<file path="src/rtl/tmr_voter_top.sv">
// Voted-voter TMR stage: three redundant majority voters feed a final majority
// vote. The result and per-copy/per-voter error flags are registered.

module tmr_voter_maj #(
  parameter int WIDTH = 4
) (
  input  logic [WIDTH-1:0] data_1,
  input  logic [WIDTH-1:0] data_2,
  input  logic [WIDTH-1:0] data_3,
  output logic [WIDTH-1:0] voted_data
);

  assign voted_data = (data_1 & data_2) | (data_1 & data_3) | (data_2 & data_3);

endmodule

module tmr_voter_top #(
  parameter int WIDTH     = 4,
  parameter int CNT_WIDTH = 8
) (
  input  logic                 clk,
  input  logic                 rst_n,
  input  logic [WIDTH-1:0]     data_1,
  input  logic [WIDTH-1:0]     data_2,
  input  logic [WIDTH-1:0]     data_3,
  output logic [WIDTH-1:0]     tmr_out,
  output logic [2:0]           in_err,
  output logic [2:0]           voter_err,
  output logic                 mismatch,
  output logic [CNT_WIDTH-1:0] err_count
);

  logic [WIDTH-1:0] vote_1, vote_2, vote_3;
  logic [WIDTH-1:0] final_vote;
  logic [2:0]       in_err_next;
  logic [2:0]       voter_err_next;
  logic             mismatch_next;

  // Three physically separate voters; a fault in any one is outvoted below.
  tmr_voter_maj #(.WIDTH(WIDTH)) voter_1 (
    .data_1(data_1), .data_2(data_2), .data_3(data_3), .voted_data(vote_1)
  );
  tmr_voter_maj #(.WIDTH(WIDTH)) voter_2 (
    .data_1(data_1), .data_2(data_2), .data_3(data_3), .voted_data(vote_2)
  );
  tmr_voter_maj #(.WIDTH(WIDTH)) voter_3 (
    .data_1(data_1), .data_2(data_2), .data_3(data_3), .voted_data(vote_3)
  );

  always_comb begin
    // NOTE: every always_comb output gets a default first so no path can infer a latch.
    final_vote     = (vote_1 & vote_2) | (vote_1 & vote_3) | (vote_2 & vote_3);
    in_err_next    = '0;
    voter_err_next = '0;
    in_err_next[0]    = (data_1 != final_vote);
    in_err_next[1]    = (data_2 != final_vote);
    in_err_next[2]    = (data_3 != final_vote);
    voter_err_next[0] = (vote_1 != final_vote);
    voter_err_next[1] = (vote_2 != final_vote);
    voter_err_next[2] = (vote_3 != final_vote);
    mismatch_next     = (|in_err_next) | (|voter_err_next);
  end

  // NOTE: sequential state uses non-blocking assignments so all registers update together.
  always_ff @(posedge clk or negedge rst_n) begin
    if (!rst_n) begin
      tmr_out   <= '0;
      in_err    <= '0;
      voter_err <= '0;
      mismatch  <= 1'b0;
      err_count <= '0;
    end else begin
      tmr_out   <= final_vote;
      in_err    <= in_err_next;
      voter_err <= voter_err_next;
      mismatch  <= mismatch_next;
      // Saturate rather than wrap so a long fault burst is never hidden.
      if (mismatch_next && (err_count != {CNT_WIDTH{1'b1}}))
        err_count <= err_count + {{(CNT_WIDTH-1){1'b0}}, 1'b1};
    end
  end

endmodule

</file>
<file path="config.mk">
export PLATFORM = sky130hd
export DESIGN_NAME = tmr_voter_top
export DESIGN_NICKNAME = d
export VERILOG_FILES = /design/src/rtl/tmr_voter_top.sv
export SDC_FILE = /design/constraint.sdc
export NUM_CORES = 1
export LEC_CHECK = 0
export CAP_MARGIN = 20
export CORE_ASPECT_RATIO = 1.1
export CORE_MARGIN = 1
export CORE_UTILIZATION = 33
export CTS_CLUSTER_SIZE = 25
export DETAILED_ROUTE_END_ITERATION = 10
export PLACE_DENSITY = 0.59
export SLEW_MARGIN = 5
export SYNTH_ARGS = -nofsm -noshare
export SYNTH_HDL_FRONTEND = slang
export SYNTH_SLANG_ARGS = --single-unit
export TNS_END_PERCENT = 1
</file>
<file path="constraint.sdc">
create_clock -name clk -period 3 [get_ports clk]
set_clock_uncertainty 0.15 [all_clocks]
set_input_delay 0.3 -clock clk [delete_from_list [all_inputs] [get_ports clk]]
set_output_delay 0.3 -clock clk [all_outputs]
set_load 0.05 [all_outputs]
</file>
==> results.yml, run 1 <==
outcome:
  status: "completed"
route:
  ant_nets: 0
  vias: 782
  drc: 0
  wirelength_um: 1699
  wl_per_cell_um: 11.18
  dr.pass1.iters: 4
  drt-initial-drc-count: 13
  viasPerCell: 5.145
clock_network:
  clk_latency_ns: 0.27
  hold_buffers: 0
  cts_buffers: 3
  ctsResizeCount: 0
  numClockSinks: 16
  post_cts_buffers: 0
  clockBufferDepth: 2
  clk_pin_slew_worst_paths_ns: 0.08
  cts_tree: "done"
  clockRootBuffer: "clkbuf_4"
  htreeDepth: 1
layout:
  final_util_pct: 48.79
  final_cell_mix: "clkdlybuf4s50_1, dfrtp_1, nor2_1, nor2b_1, nand3_1"
  final_common_cell: "clkdlybuf4s50_1"
  layout-drive-gt1-share_pct: 7.438
  fin_nets: 138
  fin_area_mm2: 0.001241
  antenna_cells: 0
  syn_to_final_growth_pct: 37.21
placement:
  place.port_buffers: 29
  placed_area_mm2: 0.001219
  post-place-ws_ns: 0.2550
  place_congestion: 0.7282
  place_hpwl_um: 1410
die:
  die_h_um: 56.91
  core_area_mm2: 0.002544
  num_rows: 19
  ioPinCount: 33
  start_util_pct: 35.56
  die-area_mm2: 0.002955
  fp.dieW_um: 51.92
timing:
  period_needed_ns: 2.443
  slew_viol_final: 0
  max_slew_margin_pct: 54.96
  setup_viol: 0
  hold_violations: 0
  period_share_pct: 81.45
  tightest_slew_ns: 0.6735
  setup_ws_ns: 0.5566
  fmax_mhz: 409.3
  rsz0062_at_grt: "no"
  finalSetupTns_ns: 0
global_route:
  grt_pass1_vias: 705
  grt-ovfl-total: 0
  grt_antenna_before_repair: 0
  grt_max_degree: 17
  grt_pass1_wl_um: 2863
  grt_util_all_layers_pct: 13.25
logic_synthesis:
  synth_top_cell_area_share_pct: 44.26
  yosysSeqAreaShare_pct: 44.26
  synth_warnings: 0
  syn-instance-count: 90
  syn_area_per_cell_um2: 10.05
  synth_top_cell_by_area: "dfrtp_1"
  synth_area_um2: 904.6
  ys_top_cells_by_area: "dfrtp_1, mux2_1, nor2_1, nor2b_1, a2111oi_2"
  synth-seq-cells: 16
  synth.distinct_cells: 27
pwr:
  p_sw_mw: 0.4537
  p_per_area_mw_per_mm2: 782.5
  switching_share_pct: 46.71
  clockPowerShare_pct: 10.8
  irDropWorstVdd_v: 0.0005853
  combPwrFrac_pct: 53.3
  leakage_nw: 0.5154
  p_int_mw: 0.5176
  p_seq_share_pct: 35.9
worst_setup_path:
  critPathKind: "in -> reg"
  rr_worst_depth: 6
  regToRegSetupSlack_ns: 1.14
  rr_startpoint: "err_count[0]"
  cp.required_ns: 3.01
  worst-path-max-fanout: 10
  r2r_end: "err_count[1]"
  arrival_ns: 2.46
  critPathCaptureType: "register"
  start_kind: "input port"
flow_run:
  cap_viol_max_count: 0
worst_hold_path:
  hp-class: "in -> async"
==> synth_stat cells <==
library cell / count
and3b_1: 3
mux2i_1: 2
o21a_1: 2
nor3b_1: 3
nand4_1: 2
nand3_1: 5
mux2_1: 4
ha_1: 1
nand2_1: 4
or3b_2: 2
nor2_2: 1
o22a_1: 3
dfrtp_1: 16
and3_1: 2
nor3_4: 1
o221ai_1: 1
o21ai_0: 1
nor2_1: 11
nor2b_1: 6
buf_4: 3
a2111oi_2: 2
conb_1: 1
a21oi_1: 4
xor2_1: 2
inv_1: 2
nor3_1: 3
nand3b_1: 3
==> cell families (layout without fill, tap and decap cells) <==
logic type      after synthesis  after routing  synth area share [%]
flops                        16             16                 44.26
other cells                   1              3                0.4145
fa+ha+maj                     1              1                 1.383
simple gates                 46             46                 29.88
xor+xnor                      2              2                 1.937
mux                           6              6                 7.192
buf+inv                       5             34                 3.320
compound gates               13             13                 11.62
==> worst max-delay path, stage by stage <==
cell and delay, ns:
clkdlybuf4s50_1 0.48, nor2b_1 0.20, a2111oi_2 0.40, nand4_1 0.23
nor3_4 0.41, nor3_1 0.12, mux2_1 0.32
==> worst max-delay path by stage <==
stage | start | endpoint | slack, ns | depth (start not counted)
3_5_place_dp | data_3[3] | err_count[7] | 0.25 | 7
3_3_place_gp | data_3[3] | err_count[7] | 0.24 | 7
4_1_cts | data_3[3] | err_count[7] | 0.55 | 7
5_1_grt | data_1[3] | err_count[5] | 0.41 | 7
2_1_floorplan | err_count[0] | err_count[1] | 0.94 | 6
6_report | data_3[3] | err_count[7] | 0.56 | 7
==> per-stage QoR <==
stage	power (mW)	hold WS [ns]	cells
final	0.9713	0.2777	152
after global routing	1.035	0.3244	152
after CTS	0.9832	0.3075	152
after detailed placement	0.8775	0.3685	149
after global placement	0.8692	0.3533	149
after floorplan	0.6921	-0.1456	92
==> per-layer routing <==
layer  vias to the layer above  wire [µm]  part of all wire (%)  GRT usage, %
met4                         0         31                   1.8         5.792
met2                        30        849                    50         23.81
met5                         -          0                     0             0
met1                       360        694                    41         14.04
li1                        387          -                     -             -
met3                         5        124                   7.3         3.523
==> power groups by stage <==
stage / Sequential, mW / Clock, mW / Combinational (mW)
2_1_floorplan: 0.555 / 0 / 0.137
3_3_place_gp: 0.352 / 0 / 0.517
3_5_place_dp: 0.355 / 0 / 0.522
4_1_cts: 0.350 / 0.111 / 0.522
5_1_grt: 0.361 / 0.122 / 0.552
6_report: 0.349 / 0.105 / 0.518
==> sequential cells by signal, indices dropped and copies added (netlist names) <==
| name | count |
|---|---|
| in_err | 3 |
| mismatch | 1 |
| tmr_out | 4 |
| err_count | 8 |
==> cell type report <==
| type | instances | area, µm² |
|---|---|---|
| Tap cell | 31 | 38.79 |
| Multi-Input combinational cell | 71 | 481.7 |
| Clock buffer | 3 | 22.52 |
| Timing Repair Buffer | 29 | 290.3 |
| Sequential cell | 16 | 400.4 |
| Fill cell | 248 | 1303 |
| Inverter | 2 | 7.507 |
Note: power is estimated with default switching activity, not from simulation.
==> inputs of run 2 (changes only) <==
Clock period 3 ns to 2.5 ns, I/O delays scaled along.
==> run 2 against run 1 <==
  * Die area stayed put
  * Worst setup slack worse by 0.33 ns
  * Design area up 6.6%
  * Sequential cell count unchanged
  * Worst hold slack got worse by 0.031 ns
  * Register-to-register slack got worse by 0.50 ns
  * Core utilization is 3.2 points higher
  * Highest routed layer unchanged
  * Power up 26%
  * Wire length is 12% higher
  * Critical endpoint unchanged
  * Cell count increased by 6.6%
  * Sequential power grew 20%
  * Combinational power grew 21%
==> results.yml, run 2 (synthesis gave the netlist of run 1 again) <==
layout:
  fin_nets: 147
  layout-drive-gt1-share_pct: 14.50
  largestRegisters: "err_count x8, tmr_out x4, in_err x3"
  fillers: 252
  regArea_um2: 400.4
  layout.cells.non_filler: 162
  regMostFlops: "err_count"
  antenna_cells: 0
  fin_area_mm2: 0.001323
  final_common_cell: "clkdlybuf4s50_1"
  largest_reg_flops: 8
  syn_to_final_growth_pct: 46.20
  final_cell_mix: "clkdlybuf4s50_1, dfrtp_1, nor2_1, buf_4, nor2b_1"
  multiInputGateArea_um2: 481.7
  final_util_pct: 51.99
global_route:
  grt_max_degree: 17
  grt_antenna_before_repair: 0
  grt_util_all_layers_pct: 14.65
  grt_pass1_wl_um: 3187
  globalRouteMet3Util_pct: 2.710
  grtUsageMet1_pct: 16.84
  grt-ovfl-total: 0
  grt_pass1_vias: 743
  grt-busiest-layer: "met2"
  grt_util_met2_pct: 26.01
clock_network:
  htreeDepth: 1
  clockBufferDepth: 2
  hold_buffers: 0
  cts_tree: "done"
  clockRootBuffer: "clkbuf_4"
  clk_pin_slew_worst_paths_ns: 0.10
  ctsResizeCount: 0
  numClockSinks: 16
  cts_buffers: 3
  clk_latency_ns: 0.28
  post_cts_buffers: 0
pwr:
  leakage_nw: 0.5661
  combPwrFrac_pct: 51.6
  p_sw_mw: 0.5582
  switching_share_pct: 45.79
  p_int_mw: 0.6608
  p_per_area_mw_per_mm2: 921.7
  p_seq_share_pct: 34.4
  irDropWorstVdd_v: 0.0005188
  clockPowerShare_pct: 14.0
timing:
  tightest_slew_ns: 0.7436
  hold_violations: 0
  slew_viol_final: 0
  max_slew_margin_pct: 50.27
  fmax_mhz: 439.5
  setup_viol: 0
  rsz0062_at_grt: "no"
  period_needed_ns: 2.275
  period_share_pct: 91.00
  setup_ws_ns: 0.2249
die:
  die_h_um: 56.91
  ioPinCount: 33
  fp.dieW_um: 51.92
  num_rows: 19
  die-area_mm2: 0.002955
  start_util_pct: 35.56
  core_area_mm2: 0.002544
worst_hold_path:
  hp-class: "in -> async"
placement:
  dp.cells: 158
  post-place-ws_ns: -0.1109
  placed_area_mm2: 0.001286
  place_congestion: 0.7629
  place.port_buffers: 29
  place_hpwl_um: 1562
route:
  viasPerCell: 4.809
  drc: 0
  vias: 779
  dr.pass1.iters: 4
  ant_nets: 0
  drt-initial-drc-count: 8
  wirelength_um: 1895
  wl_per_cell_um: 11.70
worst_setup_path:
  start_kind: "input port"
  arrival_ns: 2.29
  cpPeakStageDelay_ns: 0.47
  cp.required_ns: 2.52
  crit_slowest_cell: "clkdlybuf4s50_1"
  crit_path_cell_trace: "clkdlybuf4s50_1, buf_4, a21oi_1, o22a_1, o221ai_1, nor3_4, nor3_1, mux2_1"
  worst-path-max-fanout: 7
  critPathCaptureType: "register"
  critPathKind: "in -> reg"
outcome:
  status: "completed"
flow_run:
  cap_viol_max_count: 0
==> run 2: cell types whose count changed in the layout (fill, tap and decap cells not counted), sizes merged <==
cell,before,now
buf,0,9
clkbuf,3,4
==> run 2: final timing paths <==
| path | from | to | slack (ns) | cells past startpoint |
|---|---|---|---|---|
| setup / recovery | data_3[3] | err_count[7] | 0.22 | 8 |
| hold / removal | rst_n | err_count[2] | 0.25 | 1 |
| setup reg to reg | err_count[0] | err_count[1] | 0.64 | 6 |
| hold reg to reg | err_count[3] | err_count[3] | 0.38 | 1 |
| max in group asynchronous | rst_n | in_err[1] | 1.48 | 1 |
| min in group clk | err_count[3] | err_count[3] | 0.38 | 1 |
==> run 2: power by group through the flow <==
stage	clock network [mW]	registers, mW	logic, mW
after global placement	0	0.423	0.629
after floorplan	0	0.666	0.165
after CTS	0.180	0.422	0.636
after detailed placement	0	0.429	0.634
after global routing	0.189	0.434	0.672
final	0.170	0.419	0.629
==> run 2: worst max-delay path: cells and delay by family <==
family	cells	cell delay, ns
and+or+nand+nor	2	0.50
muxes	1	0.32
AOI/OAI and AO/OA	3	0.59
buffers and inverters	2	0.64
==> run 2: stage by stage <==
step	TNS [ns]	hold WS (ns)	power [mW]
3_5_place_dp	-0.6444	0.3741	1.063
3_3_place_gp	-0.1841	0.3661	1.052
6_report	0	0.2463	1.219
2_1_floorplan	0	-0.1956	0.8305
5_1_grt	0	0.2979	1.294
4_1_cts	0	0.2779	1.238
==> run 2: final cells by class <==
cell class,instances,area share (%)
Multi-Input combinational cell,71,36.42
Sequential cell,16,30.27
Timing Repair Buffer,38,27.06
Tap cell,31,2.933
Clock buffer,4,2.744
Inverter,2,0.5676
==> run 2: layer usage <==
metal / up-vias / routed length [µm]
li1: 404 / -
met1: 350 / 777
met2: 23 / 985
met3: 2 / 119
met4: 0 / 12
met5: - / 0
